### config.mk
export PLATFORM = sky130hd
export DESIGN_NAME = alu_op_sequencer_flat
export DESIGN_NICKNAME = d
export VERILOG_FILES = /design/src/rtl/alu_op_sequencer_if.sv /design/src/rtl/alu_op_sequencer.sv /design/src/flat_wrapper.sv
export SDC_FILE = /design/constraint.sdc
export NUM_CORES = 1
export LEC_CHECK = 0
export CAP_MARGIN = 25
export CELL_PAD_IN_SITES_DETAIL_PLACEMENT = 1
export CELL_PAD_IN_SITES_GLOBAL_PLACEMENT = 1
export CORE_ASPECT_RATIO = 1.2
export CORE_MARGIN = 5
export CORE_UTILIZATION = 38
export CTS_CLUSTER_DIAMETER = 150
export CTS_CLUSTER_SIZE = 28
export DETAILED_ROUTE_END_ITERATION = 6
export PLACE_DENSITY = 0.76
export RECOVER_POWER = 50
export SYNTH_ARGS = -nofsm -noshare
export SYNTH_HDL_FRONTEND = slang
export SYNTH_SLANG_ARGS = --single-unit
### constraint.sdc
create_clock -name clk -period 2 [get_ports clk]
set_clock_uncertainty 0.2 [all_clocks]
set_input_delay 0.6 -clock clk [delete_from_list [all_inputs] [get_ports clk]]
set_output_delay 0.6 -clock clk [all_outputs]
set_load 0.01 [all_outputs]
### src/rtl/alu_op_sequencer_if.sv
// -----------------------------------------------------------------------------
// alu_op_sequencer_if
// Command and response channels between a front end and alu_op_sequencer.
//
// Parameters
//   WIDTH  datapath width
//   RW     register index width
//
// Signals
//   cmd_valid/cmd_ready      command handshake
//   cmd_op                   ALU opcode
//   cmd_rd/cmd_ra/cmd_rb     destination and source registers
//   cmd_imm_sel/cmd_imm      select immediate as operand B / immediate value
//   rsp_valid/rsp_ready      response handshake
//   rsp_data/rsp_flags       result and {N,Z,C,V}
//   rsp_err                  illegal opcode, nothing written
//
// Modports: master = front end, slave = sequencer.
// -----------------------------------------------------------------------------
interface alu_op_sequencer_if #(
    parameter int WIDTH = 4,
    parameter int RW    = 2
);
    logic             cmd_valid;
    logic             cmd_ready;
    logic [3:0]       cmd_op;
    logic [RW-1:0]    cmd_rd;
    logic [RW-1:0]    cmd_ra;
    logic [RW-1:0]    cmd_rb;
    logic             cmd_imm_sel;
    logic [WIDTH-1:0] cmd_imm;
    logic             rsp_valid;
    logic             rsp_ready;
    logic [WIDTH-1:0] rsp_data;
    logic [3:0]       rsp_flags;
    logic             rsp_err;

    modport master (
        output cmd_valid, cmd_op, cmd_rd, cmd_ra, cmd_rb, cmd_imm_sel, cmd_imm, rsp_ready,
        input  cmd_ready, rsp_valid, rsp_data, rsp_flags, rsp_err
    );

    modport slave (
        input  cmd_valid, cmd_op, cmd_rd, cmd_ra, cmd_rb, cmd_imm_sel, cmd_imm, rsp_ready,
        output cmd_ready, rsp_valid, rsp_data, rsp_flags, rsp_err
    );
endinterface

### src/rtl/alu_op_sequencer.sv
// -----------------------------------------------------------------------------
// alu_op_sequencer
// Owns an external combinational ALU and a small register file. Accepts one
// command at a time, reads operands at accept, drives the ALU for one cycle
// (EXEC), writes the result and flags back, and returns a response.
//
// Ports
//   clk, rst_n         clock (rising edge), asynchronous active-low reset
//   bus                command/response channels (alu_op_sequencer_if.slave)
//   alu_a, alu_b       ALU operands
//   alu_flag_in        ALU carry-in, the stored C flag
//   alu_control        ALU opcode
//   alu_result         ALU result
//   alu_flags          ALU flags {N,Z,C,V}
//   dbg_addr/dbg_data  combinational register file read port
//
// Build option: define ALU_SEQ_MUL_EN to make opcode 0xF a multi-cycle
// shift-and-add multiply (MULT state) built on the ALU's ADD. Without it,
// 0xF is an illegal opcode.
// -----------------------------------------------------------------------------
module alu_op_sequencer #(
    parameter  int WIDTH = 4,
    parameter  int NREGS = 4,
    localparam int RW    = $clog2(NREGS)
) (
    input  logic                 clk,
    input  logic                 rst_n,
    alu_op_sequencer_if.slave    bus,
    output logic [WIDTH-1:0]     alu_a,
    output logic [WIDTH-1:0]     alu_b,
    output logic                 alu_flag_in,
    output logic [3:0]           alu_control,
    input  logic [WIDTH-1:0]     alu_result,
    input  logic [3:0]           alu_flags,
    input  logic [RW-1:0]        dbg_addr,
    output logic [WIDTH-1:0]     dbg_data
);
    localparam logic [3:0] OP_LAST = 4'd9;   // highest ALU-native opcode
`ifdef ALU_SEQ_MUL_EN
    localparam logic [3:0] OP_ADD  = 4'd2;
    localparam logic [3:0] OP_MUL  = 4'hF;
    localparam int         CW      = (WIDTH > 1) ? $clog2(WIDTH) : 1;
`endif

    typedef enum logic [1:0] {
        IDLE = 2'd0,
        EXEC = 2'd1,
        RESP = 2'd2
`ifdef ALU_SEQ_MUL_EN
        , MULT = 2'd3
`endif
    } state_t;

    state_t           state_reg, state_next;
    logic [WIDTH-1:0] regs [NREGS];
    logic [3:0]       flag_reg;
    logic [3:0]       op_reg;
    logic [RW-1:0]    rd_reg;
    logic [WIDTH-1:0] alu_a_reg, alu_b_reg;
    logic [3:0]       alu_ctl_reg;
    logic             alu_cin_reg;
    logic [WIDTH-1:0] rsp_data_reg;
    logic [3:0]       rsp_flags_reg;
    logic             rsp_err_reg;

    logic             accept;
    logic [WIDTH-1:0] src_a, src_b;
    logic             done;       // last execute cycle of this command
    logic             wr_en;      // commit result to regfile and flag reg
    logic [WIDTH-1:0] wr_data;
    logic [3:0]       wr_flags;

`ifdef ALU_SEQ_MUL_EN
    logic [WIDTH-1:0] mul_a_reg;  // multiplier; bit cnt_reg selects this step
    logic [CW-1:0]    cnt_reg;
    logic [WIDTH-1:0] acc_next;
    logic             mul_last;

    // alu_a_reg is the accumulator, alu_b_reg holds B<<cnt; the ALU sum is
    // kept only when the current multiplier bit is set.
    assign acc_next = mul_a_reg[cnt_reg] ? alu_result : alu_a_reg;
    assign mul_last = (cnt_reg == CW'(WIDTH - 1));
`endif

    assign accept = bus.cmd_valid && (state_reg == IDLE);
    assign src_a  = regs[bus.cmd_ra];
    assign src_b  = bus.cmd_imm_sel ? bus.cmd_imm : regs[bus.cmd_rb];

    assign bus.cmd_ready = (state_reg == IDLE);
    assign bus.rsp_valid = (state_reg == RESP);
    assign bus.rsp_data  = rsp_data_reg;
    assign bus.rsp_flags = rsp_flags_reg;
    assign bus.rsp_err   = rsp_err_reg;

    assign alu_a       = alu_a_reg;
    assign alu_b       = alu_b_reg;
    assign alu_control = alu_ctl_reg;
    assign alu_flag_in = alu_cin_reg;
    assign dbg_data    = regs[dbg_addr];

    always_ff @(posedge clk or negedge rst_n) begin
        if (!rst_n) begin
            state_reg <= IDLE;
        end else begin
            state_reg <= state_next;
        end
    end

    always_comb begin
        state_next = state_reg;
        done       = 1'b0;
        wr_en      = 1'b0;
        wr_data    = alu_result;
        wr_flags   = alu_flags;
        case (state_reg)
            IDLE: begin
                if (accept) begin
`ifdef ALU_SEQ_MUL_EN
                    state_next = (bus.cmd_op == OP_MUL) ? MULT : EXEC;
`else
                    state_next = EXEC;
`endif
                end
            end
            EXEC: begin
                done       = 1'b1;
                wr_en      = (op_reg <= OP_LAST);
                state_next = RESP;
            end
`ifdef ALU_SEQ_MUL_EN
            MULT: begin
                if (mul_last) begin
                    done       = 1'b1;
                    wr_en      = 1'b1;
                    wr_data    = acc_next;
                    wr_flags   = {acc_next[WIDTH-1], (acc_next == '0), 2'b00};
                    state_next = RESP;
                end
            end
`endif
            RESP: begin
                if (bus.rsp_ready) begin
                    state_next = IDLE;
                end
            end
            default: state_next = IDLE;
        endcase
    end

    always_ff @(posedge clk or negedge rst_n) begin
        if (!rst_n) begin
            for (int i = 0; i < NREGS; i++) begin
                regs[i] <= '0;
            end
            flag_reg      <= '0;
            op_reg        <= '0;
            rd_reg        <= '0;
            alu_a_reg     <= '0;
            alu_b_reg     <= '0;
            alu_ctl_reg   <= '0;
            alu_cin_reg   <= 1'b0;
            rsp_data_reg  <= '0;
            rsp_flags_reg <= '0;
            rsp_err_reg   <= 1'b0;
`ifdef ALU_SEQ_MUL_EN
            mul_a_reg     <= '0;
            cnt_reg       <= '0;
`endif
        end else begin
            // Operands are captured at accept, so same-register sources see
            // the value before this command's write-back.
            if (accept) begin
                op_reg      <= bus.cmd_op;
                rd_reg      <= bus.cmd_rd;
                alu_a_reg   <= src_a;
                alu_b_reg   <= src_b;
                alu_ctl_reg <= bus.cmd_op;
                alu_cin_reg <= flag_reg[1];
`ifdef ALU_SEQ_MUL_EN
                mul_a_reg   <= src_a;
                cnt_reg     <= '0;
                if (bus.cmd_op == OP_MUL) begin
                    alu_a_reg   <= '0;
                    alu_ctl_reg <= OP_ADD;
                    alu_cin_reg <= 1'b0;
                end
`endif
            end
`ifdef ALU_SEQ_MUL_EN
            if (state_reg == MULT && !mul_last) begin
                alu_a_reg <= acc_next;
                alu_b_reg <= alu_b_reg << 1;
                cnt_reg   <= cnt_reg + 1'b1;
            end
`endif
            if (wr_en) begin
                regs[rd_reg] <= wr_data;
                flag_reg     <= wr_flags;
            end
            if (done) begin
                rsp_err_reg   <= !wr_en;
                rsp_data_reg  <= wr_en ? wr_data : '0;
                rsp_flags_reg <= wr_en ? wr_flags : 4'b0000;
            end
        end
    end
endmodule

### src/flat_wrapper.sv
// flat-port wrapper written by rule: the top's interface ports become plain ports
module alu_op_sequencer_flat 
#(
    parameter  int WIDTH = 4,
    parameter  int NREGS = 4,
    localparam int RW    = $clog2(NREGS)
)
  (clk, rst_n, alu_a, alu_b, alu_flag_in, alu_control, alu_result, alu_flags, dbg_addr, dbg_data, bus_cmd_valid, bus_cmd_op, bus_cmd_rd, bus_cmd_ra, bus_cmd_rb, bus_cmd_imm_sel, bus_cmd_imm, bus_rsp_ready, bus_cmd_ready, bus_rsp_valid, bus_rsp_data, bus_rsp_flags, bus_rsp_err);
  alu_op_sequencer_if #(.WIDTH(WIDTH), .RW(2)) bus_i ();
  input  logic clk;
  input  logic rst_n;
  output logic [WIDTH-1:0] alu_a;
  output logic [WIDTH-1:0] alu_b;
  output logic alu_flag_in;
  output logic [3:0] alu_control;
  input  logic [WIDTH-1:0] alu_result;
  input  logic [3:0] alu_flags;
  input  logic [RW-1:0] dbg_addr;
  output logic [WIDTH-1:0] dbg_data;
  input wire logic [$bits(bus_i.cmd_valid)-1:0] bus_cmd_valid;
  input wire logic [$bits(bus_i.cmd_op)-1:0] bus_cmd_op;
  input wire logic [$bits(bus_i.cmd_rd)-1:0] bus_cmd_rd;
  input wire logic [$bits(bus_i.cmd_ra)-1:0] bus_cmd_ra;
  input wire logic [$bits(bus_i.cmd_rb)-1:0] bus_cmd_rb;
  input wire logic [$bits(bus_i.cmd_imm_sel)-1:0] bus_cmd_imm_sel;
  input wire logic [$bits(bus_i.cmd_imm)-1:0] bus_cmd_imm;
  input wire logic [$bits(bus_i.rsp_ready)-1:0] bus_rsp_ready;
  output wire logic [$bits(bus_i.cmd_ready)-1:0] bus_cmd_ready;
  output wire logic [$bits(bus_i.rsp_valid)-1:0] bus_rsp_valid;
  output wire logic [$bits(bus_i.rsp_data)-1:0] bus_rsp_data;
  output wire logic [$bits(bus_i.rsp_flags)-1:0] bus_rsp_flags;
  output wire logic [$bits(bus_i.rsp_err)-1:0] bus_rsp_err;
  assign bus_i.cmd_valid = bus_cmd_valid;
  assign bus_i.cmd_op = bus_cmd_op;
  assign bus_i.cmd_rd = bus_cmd_rd;
  assign bus_i.cmd_ra = bus_cmd_ra;
  assign bus_i.cmd_rb = bus_cmd_rb;
  assign bus_i.cmd_imm_sel = bus_cmd_imm_sel;
  assign bus_i.cmd_imm = bus_cmd_imm;
  assign bus_i.rsp_ready = bus_rsp_ready;
  assign bus_cmd_ready = bus_i.cmd_ready;
  assign bus_rsp_valid = bus_i.rsp_valid;
  assign bus_rsp_data = bus_i.rsp_data;
  assign bus_rsp_flags = bus_i.rsp_flags;
  assign bus_rsp_err = bus_i.rsp_err;
  alu_op_sequencer #(.WIDTH(WIDTH), .NREGS(NREGS)) u_core (.clk(clk), .rst_n(rst_n), .bus(bus_i), .alu_a(alu_a), .alu_b(alu_b), .alu_flag_in(alu_flag_in), .alu_control(alu_control), .alu_result(alu_result), .alu_flags(alu_flags), .dbg_addr(dbg_addr), .dbg_data(dbg_data));
endmodule
==> impl_metrics.py, run 1 <==
metrics = {
    "flow_run": {
        "drv_cap": 0,
    },
    "global_route": {
        "first_global_vias": 1704,
        "grt_use_total_pct": 17.7,
        "grt_max_degree": 44,
        "antenna_found_initial": 0,
        "grt_overflow": 0,
        "grt_pass1_wl_um": 8710,
    },
    "detailed_routing": {
        "drt_iter0_drc": 50,
        "antenna_left": 0,
        "wl_per_cell_um": 19.9,
        "drcViolationCount": 0,
        "firstDrtPassIters": 4,
        "wl_um": 5320,
        "via_per_inst": 5.33,
        "num_vias": 1429,
    },
    "placed_design": {
        "place.detailed.hpwl_um": 4140,
        "gp_congestion": 0.883,
        "io_buffers": 56,
        "dp_cells": 259,
    },
    "floorplan": {
        "num_io_pins": 57,
        "rows": 28,
        "fp.coreArea_sq_um": 4970,
        "initial_core_util_pct": 39.6,
        "fp.dieW_um": 75.7,
        "die-area_sq_um": 6720,
        "die_h_um": 88.8,
    },
    "timing": {
        "fin_setup_tns_ns": -0.553,
        "final.period_utilization_pct": 107,
        "fin_ws_ns": -0.149,
        "maxSlewHeadroom_pct": 29.5,
        "rsz0062_at_grt": "yes",
        "max_freq_mhz": 465,
        "worst_pin_slew_ns": 1.06,
        "finalHoldViolCount": 0,
        "setup_violations": 4,
        "fin_crit_ns": 2.15,
        "final_max_slew_viol_count": 0,
    },
    "synth": {
        "synth_seq_cells": 43,
        "synth_area_leaders": "dfrtp_1 (55%), mux2_2 (15%), mux4_2 (9.2%)",
        "yosysWarningCount": 0,
        "synth_cells": 124,
        "synthXorXnorAreaFrac_pct": 0,
        "synth-compound-area-share_pct": 5.28,
        "synth_top_family_by_area": "multiplexers",
        "synth.mux.area_fraction_pct": 32.5,
        "async_flop_share_pct": 100,
        "synth_fa_ha_area_share_pct": 0,
        "synthFlopType": "dfrtp_1",
        "ys_seq_area_share_pct": 54.7,
        "synth_edf_count": 0,
        "synth_cell_types": 22,
        "synth.cell_area_sq_um": 1970,
        "synth_top_area_share_pct": 54.7,
        "synth_largest_area_cell": "dfrtp_1",
        "syn_nets": 153,
        "yosysMostFrequentCell": "dfrtp_1",
        "synthSimpleGateAreaFrac_pct": 5.91,
        "avgSynthCellArea_sq_um": 15.9,
        "synth_commonest_cells": "dfrtp_1 (43), mux2_2 (26), a22o_1 (8), mux4_2 (8), nor2_1 (8)",
    },
    "clock_tree": {
        "cts.path.max_buffers": 2,
        "cts_tree": "yes",
        "cts_buffers": 5,
        "path_clk_slew_ns": 0.08,
        "htreeDepth": 2,
        "clk_latency_ns": 0.29,
        "cts_root_buf": "clkbuf_8",
        "clock_sinks": 43,
    },
    "cells_and_area": {
        "fin_util_pct": 57.4,
        "fillers": 509,
        "syn_to_final_growth_pct": 45.1,
        "diodes": 0,
        "multi_input_area_sq_um": 857,
        "num-nets-final": 236,
        "stdcell_count": 268,
        "largest_reg_flops": 16,
        "seq_area_sq_um": 1080,
        "drive_gt1_share_pct": 37.5,
        "largest-register": "u_core.regs",
    },
    "worst_setup_path": {
        "path_class": "input port to output port",
        "critPathSlowestCell": "mux4_2",
        "crit_arrival_ns": 1.35,
        "worstPathCellList": "buf_12, mux4_2, buf_6",
        "critPathMaxStageDelay_ns": 0.51,
        "critPathRequiredTime_ns": 1.20,
        "cp-end-kind": "output port",
        "cp_max_fo": 4,
        "crit_path_start_kind": "input port",
    },
    "power_and_ir_drop": {
        "cellPowerDensity_nw_per_um2": 1530,
        "p_leak_nw": 1.30,
        "peakVddDrop_mv": 0.699,
    },
    "outcome": {
        "violations": "negative setup slack",
        "outcome": "complete, but fails checks",
    },
    "worst_hold_path": {
        "hold_path_class": "flop to flop",
    },
}
==> final timing paths <==
check / from / end / slack (ns) / cells after the start
worst min-delay path: u_core.flag_reg[1] / u_core.flag_reg[1] / 0.30 / 1
worst max register to register: u_core.op_reg[1] / u_core.regs[12] / 0.07 / 4
min in group asynchronous: rst_n / u_core.bus.rsp_err / 0.37 / 2
worst min register to register: u_core.flag_reg[1] / u_core.flag_reg[1] / 0.30 / 1
worst max-delay path: dbg_addr[0] / dbg_data[3] / -0.15 / 3
max in group asynchronous: rst_n / u_core.alu_a[1] / 0.59 / 2
==> power by group <==
group	leakage [nW]	internal, mW	switching, mW
Clock	0.0644	0.498	0.301
Sequential	0.515	1.29	0.255
Combinational	0.717	1.19	0.847
Total	1.30	2.98	1.40
==> cell type report <==
cell class / instances / area share [%]
tap: 60 / 2.63
multi-input combinational: 75 / 30.0
clock buffer: 5 / 2.41
timing repair buffer: 81 / 24.8
clock inverter: 3 / 2.37
sequential: 43 / 37.7
inverter: 1 / 0.131
==> layout by cell type, fill, tap and decap left out, drive strengths merged, types with 4 or more instances in the layout <==
cell,Yosys,routed
a21oi,4,4
mux2,28,28
dlygate4sd2,0,23
dfrtp,43,43
buf,3,27
nor2,8,8
mux4,12,12
clkbuf,2,11
clkdlybuf4s50,0,23
mux2i,4,4
a22o,8,8
==> worst max-delay path: cells and delay by family <==
kind	cells	cell delay (ns)
buffers and inverters	2	0.23
multiplexers	1	0.51
==> metrics by stage <==
step	cell area [sq um]	power (mW)	setup WS, ns	hold WS, ns
global placement	2760	3.63	-1.08	0.263
detailed placement	2760	3.78	-1.09	0.285
finish	2860	4.38	-0.149	0.300
floorplan	1970	2.55	0.0939	0.104
CTS	2880	4.47	-0.151	0.180
global route	2860	4.65	-0.159	0.327
==> cells by family (layout without fill, tap and decap cells) <==
| family | count (synthesis) | in the layout |
|---|---|---|
| multiplexers | 44 | 44 |
| flip-flops | 43 | 43 |
| AND/OR/NAND/NOR | 17 | 17 |
| AO/OA/AOI/OAI | 14 | 14 |
| buffers and inverters | 6 | 90 |
==> repair_timing <==
item / 4_1_cts / 5_1_grt
hold buffers: 0 / 0
setup buffers: 1 / 0
resized for setup: 56 / 7
endpoints found under the setup margin: 35 / 7
==> metal layers <==
layer | vias to the layer above | share of wire [%] | track usage, %
li1 | 638 | - | -
met1 | 750 | 36 | 18.9
met2 | 34 | 58 | 33.2
met3 | 7 | 4.5 | 3.52
met4 | 0 | 1.7 | 6.84
met5 | - | 0 | 0
(Power assumes the default switching activity.)
==> run 2: changes to the inputs <==
--- a/config.mk
+++ b/config.mk
@@ -10,11 +10,11 @@
 export CELL_PAD_IN_SITES_GLOBAL_PLACEMENT = 1
 export CORE_ASPECT_RATIO = 1.2
 export CORE_MARGIN = 5
-export CORE_UTILIZATION = 38
+export CORE_UTILIZATION = 34
 export CTS_CLUSTER_DIAMETER = 150
 export CTS_CLUSTER_SIZE = 28
 export DETAILED_ROUTE_END_ITERATION = 6
-export PLACE_DENSITY = 0.76
+export PLACE_DENSITY = 0.72
 export RECOVER_POWER = 50
 export SYNTH_ARGS = -nofsm -noshare
 export SYNTH_HDL_FRONTEND = slang
==> constraint.sdc (replaced) <==
create_clock -name clk -period 1.9 [get_ports clk]
set_clock_uncertainty 0.2 [all_clocks]
set_input_delay 0.57 -clock clk [delete_from_list [all_inputs] [get_ports clk]]
set_output_delay 0.57 -clock clk [all_outputs]
set_load 0.01 [all_outputs]
==> impl_metrics.py, run 2 (synthesis gave the netlist of run 1 again) <==
metrics = {
    "worst_hold_path": {
        "hold_path_end": "u_core.flag_reg[1]",
        "hold_start": "u_core.flag_reg[1]",
        "hold_path_class": "flop to flop",
        "hold_path_depth": 1,
    },
    "clock_tree": {
        "clock_sinks": 43,
        "cts_tree": "yes",
        "path_clk_slew_ns": 0.08,
        "htreeDepth": 2,
        "cts_hold_buf": 0,
        "cts_buffers": 5,
        "clk_latency_ns": 0.30,
        "cts_root_buf": "clkbuf_8",
        "cts.path.max_buffers": 2,
    },
    "cells_and_area": {
        "stdcell_count": 279,
        "diodes": 0,
        "fin_util_pct": 51.2,
        "largest-register": "u_core.regs",
        "num-nets-final": 243,
        "layout_commonest_cell": "dfrtp_1",
        "syn_to_final_growth_pct": 46.6,
        "largest_reg_flops": 16,
        "drive_gt1_share_pct": 40.5,
        "final_cell_mix": "dfrtp_1 (43), buf_4 (28), dlygate4sd2_1 (24)",
    },
    "timing": {
        "final_max_slew_viol_count": 0,
        "setup_violations": 13,
        "rsz0062_at_grt": "yes",
        "fin_crit_ns": 2.10,
        "finalHoldViolCount": 0,
        "fin_ws_ns": -0.196,
        "max_freq_mhz": 477,
        "final.period_utilization_pct": 110,
        "maxSlewHeadroom_pct": 28.7,
        "worst_pin_slew_ns": 1.07,
    },
    "detailed_routing": {
        "firstDrtPassIters": 4,
        "drcViolationCount": 0,
        "wl_per_cell_um": 19.0,
        "num_vias": 1426,
        "via_per_inst": 5.11,
        "drt_iter0_drc": 51,
        "antenna_left": 0,
        "wl_um": 5300,
    },
    "worst_setup_path": {
        "cp-end-kind": "output port",
        "reg2regPathDepth": 5,
        "cp_max_fo": 2,
        "reg2reg_setup_slack_ns": 0,
        "reg2reg_from": "u_core.state_reg[1]",
        "critPathRequiredTime_ns": 1.13,
        "path_class": "flop to output port",
        "r2r_end": "u_core.regs[3]",
        "crit_path_start_kind": "flop",
        "crit_arrival_ns": 1.33,
    },
    "floorplan": {
        "fp.coreArea_sq_um": 5630,
        "die_h_um": 93.3,
        "num_io_pins": 57,
        "fp.dieW_um": 79.5,
        "die-area_sq_um": 7420,
        "initial_core_util_pct": 35.0,
        "rows": 30,
    },
    "placed_design": {
        "place_ws_ns": -1.16,
        "place.detailed.hpwl_um": 3870,
        "dp_cells": 262,
        "io_buffers": 56,
        "gp_congestion": 0.792,
    },
    "outcome": {
        "violations": "negative setup slack",
        "outcome": "complete, but fails checks",
    },
    "global_route": {
        "grt_use_total_pct": 14.9,
        "grt_pass1_wl_um": 8430,
        "grt_max_degree": 44,
        "antenna_found_initial": 0,
        "first_global_vias": 1619,
        "grt_overflow": 0,
    },
    "power_and_ir_drop": {
        "p_leak_nw": 1.33,
        "peakVddDrop_mv": 0.593,
        "cellPowerDensity_nw_per_um2": 1550,
    },
    "flow_run": {
        "drv_cap": 0,
    },
}
## run 2: cell count changes in the layout (fill, tap and decap cells not counted), sizes merged
| cell | before | now |
|---|---|---|
| buf | 27 | 36 |
| bufinv | 2 | 0 |
| clkinvlp | 1 | 0 |
| clkinv | 0 | 1 |
| clkdlybuf4s25 | 1 | 0 |
| dlygate4sd2 | 23 | 24 |
## run 2: final cells by class
cell class	instances	area [sq um]
well taps	64	80.1
clock inverters	1	5.00
fillers	581	2750
repair buffers	88	757
inverters	1	3.75
multi-input cells	75	887
flip-flops and latches	43	1080
clock buffers	7	76.3
## run 2: worst max-delay path by stage
stage / from / endpoint / slack, ns / depth (start not counted)
4_1_cts: u_core.regs[2] / dbg_data[2] / -0.21 / 2
3_5_place_dp: dbg_addr[0] / dbg_data[2] / -1.16 / 3
5_1_grt: u_core.regs[2] / dbg_data[2] / -0.23 / 2
6_report: u_core.regs[2] / dbg_data[2] / -0.20 / 2
2_1_floorplan: dbg_addr[0] / dbg_data[0] / 0.05 / 1
3_3_place_gp: dbg_addr[0] / dbg_data[3] / -1.13 / 3
## run 2: where the power goes
group	switching (mW)	internal (mW)	leakage [nW]	total, mW
Sequential	0.285	1.36	0.515	1.64
Clock	0.313	0.259	0.0422	0.572
Combinational	0.890	1.36	0.768	2.25
Total	1.49	2.98	1.33	4.47
## run 2: through the flow
step / setup TNS, ns / power [mW] / cell area, sq um / hold slack [ns]
after detailed placement: -9.44 / 3.94 / 2770 / 0.293
after floorplan: 0 / 2.69 / 1970 / 0.0744
final: -1.07 / 4.47 / 2890 / 0.305
after global routing: -1.90 / 4.75 / 2890 / 0.333
after global placement: -9.05 / 3.82 / 2770 / 0.263
after CTS: -0.729 / 4.45 / 2880 / 0.0513
## run 2: worst max-delay path, cell delays in order (launching register included)
cell and delay, ns:
dfrtp_1 0.39, mux4_2 0.50, buf_6 0.14
## run 2: per-layer routing
metal | share of wire [%] | vias to the layer above | GRT usage (%)
met3 | 3.9 | 5 | 3.08
met4 | 1.0 | 0 | 4.73
met1 | 40 | 725 | 17.0
met2 | 56 | 41 | 27.4
li1 | - | 655 | -
met5 | 0 | - | 0
## run 2: what timing repair did
action | 4_1_cts | 5_1_grt
resized for setup | 62 | 8
buffers inserted | 6 | 3
setup endpoints to repair | 36 | 7
cloned | 0 | 0
pin swaps | 0 | 1
==> run 3: changes to the inputs <==
--- a/config.mk
+++ b/config.mk
@@ -11,7 +11,7 @@
 export CORE_ASPECT_RATIO = 1.2
 export CORE_MARGIN = 5
 export CORE_UTILIZATION = 34
-export CTS_CLUSTER_DIAMETER = 150
+export CTS_CLUSTER_DIAMETER = 80
 export CTS_CLUSTER_SIZE = 28
 export DETAILED_ROUTE_END_ITERATION = 6
 export PLACE_DENSITY = 0.72
==> results of run 3 <==
No change in the layout: final DEF, timing and power equal those of run 2.
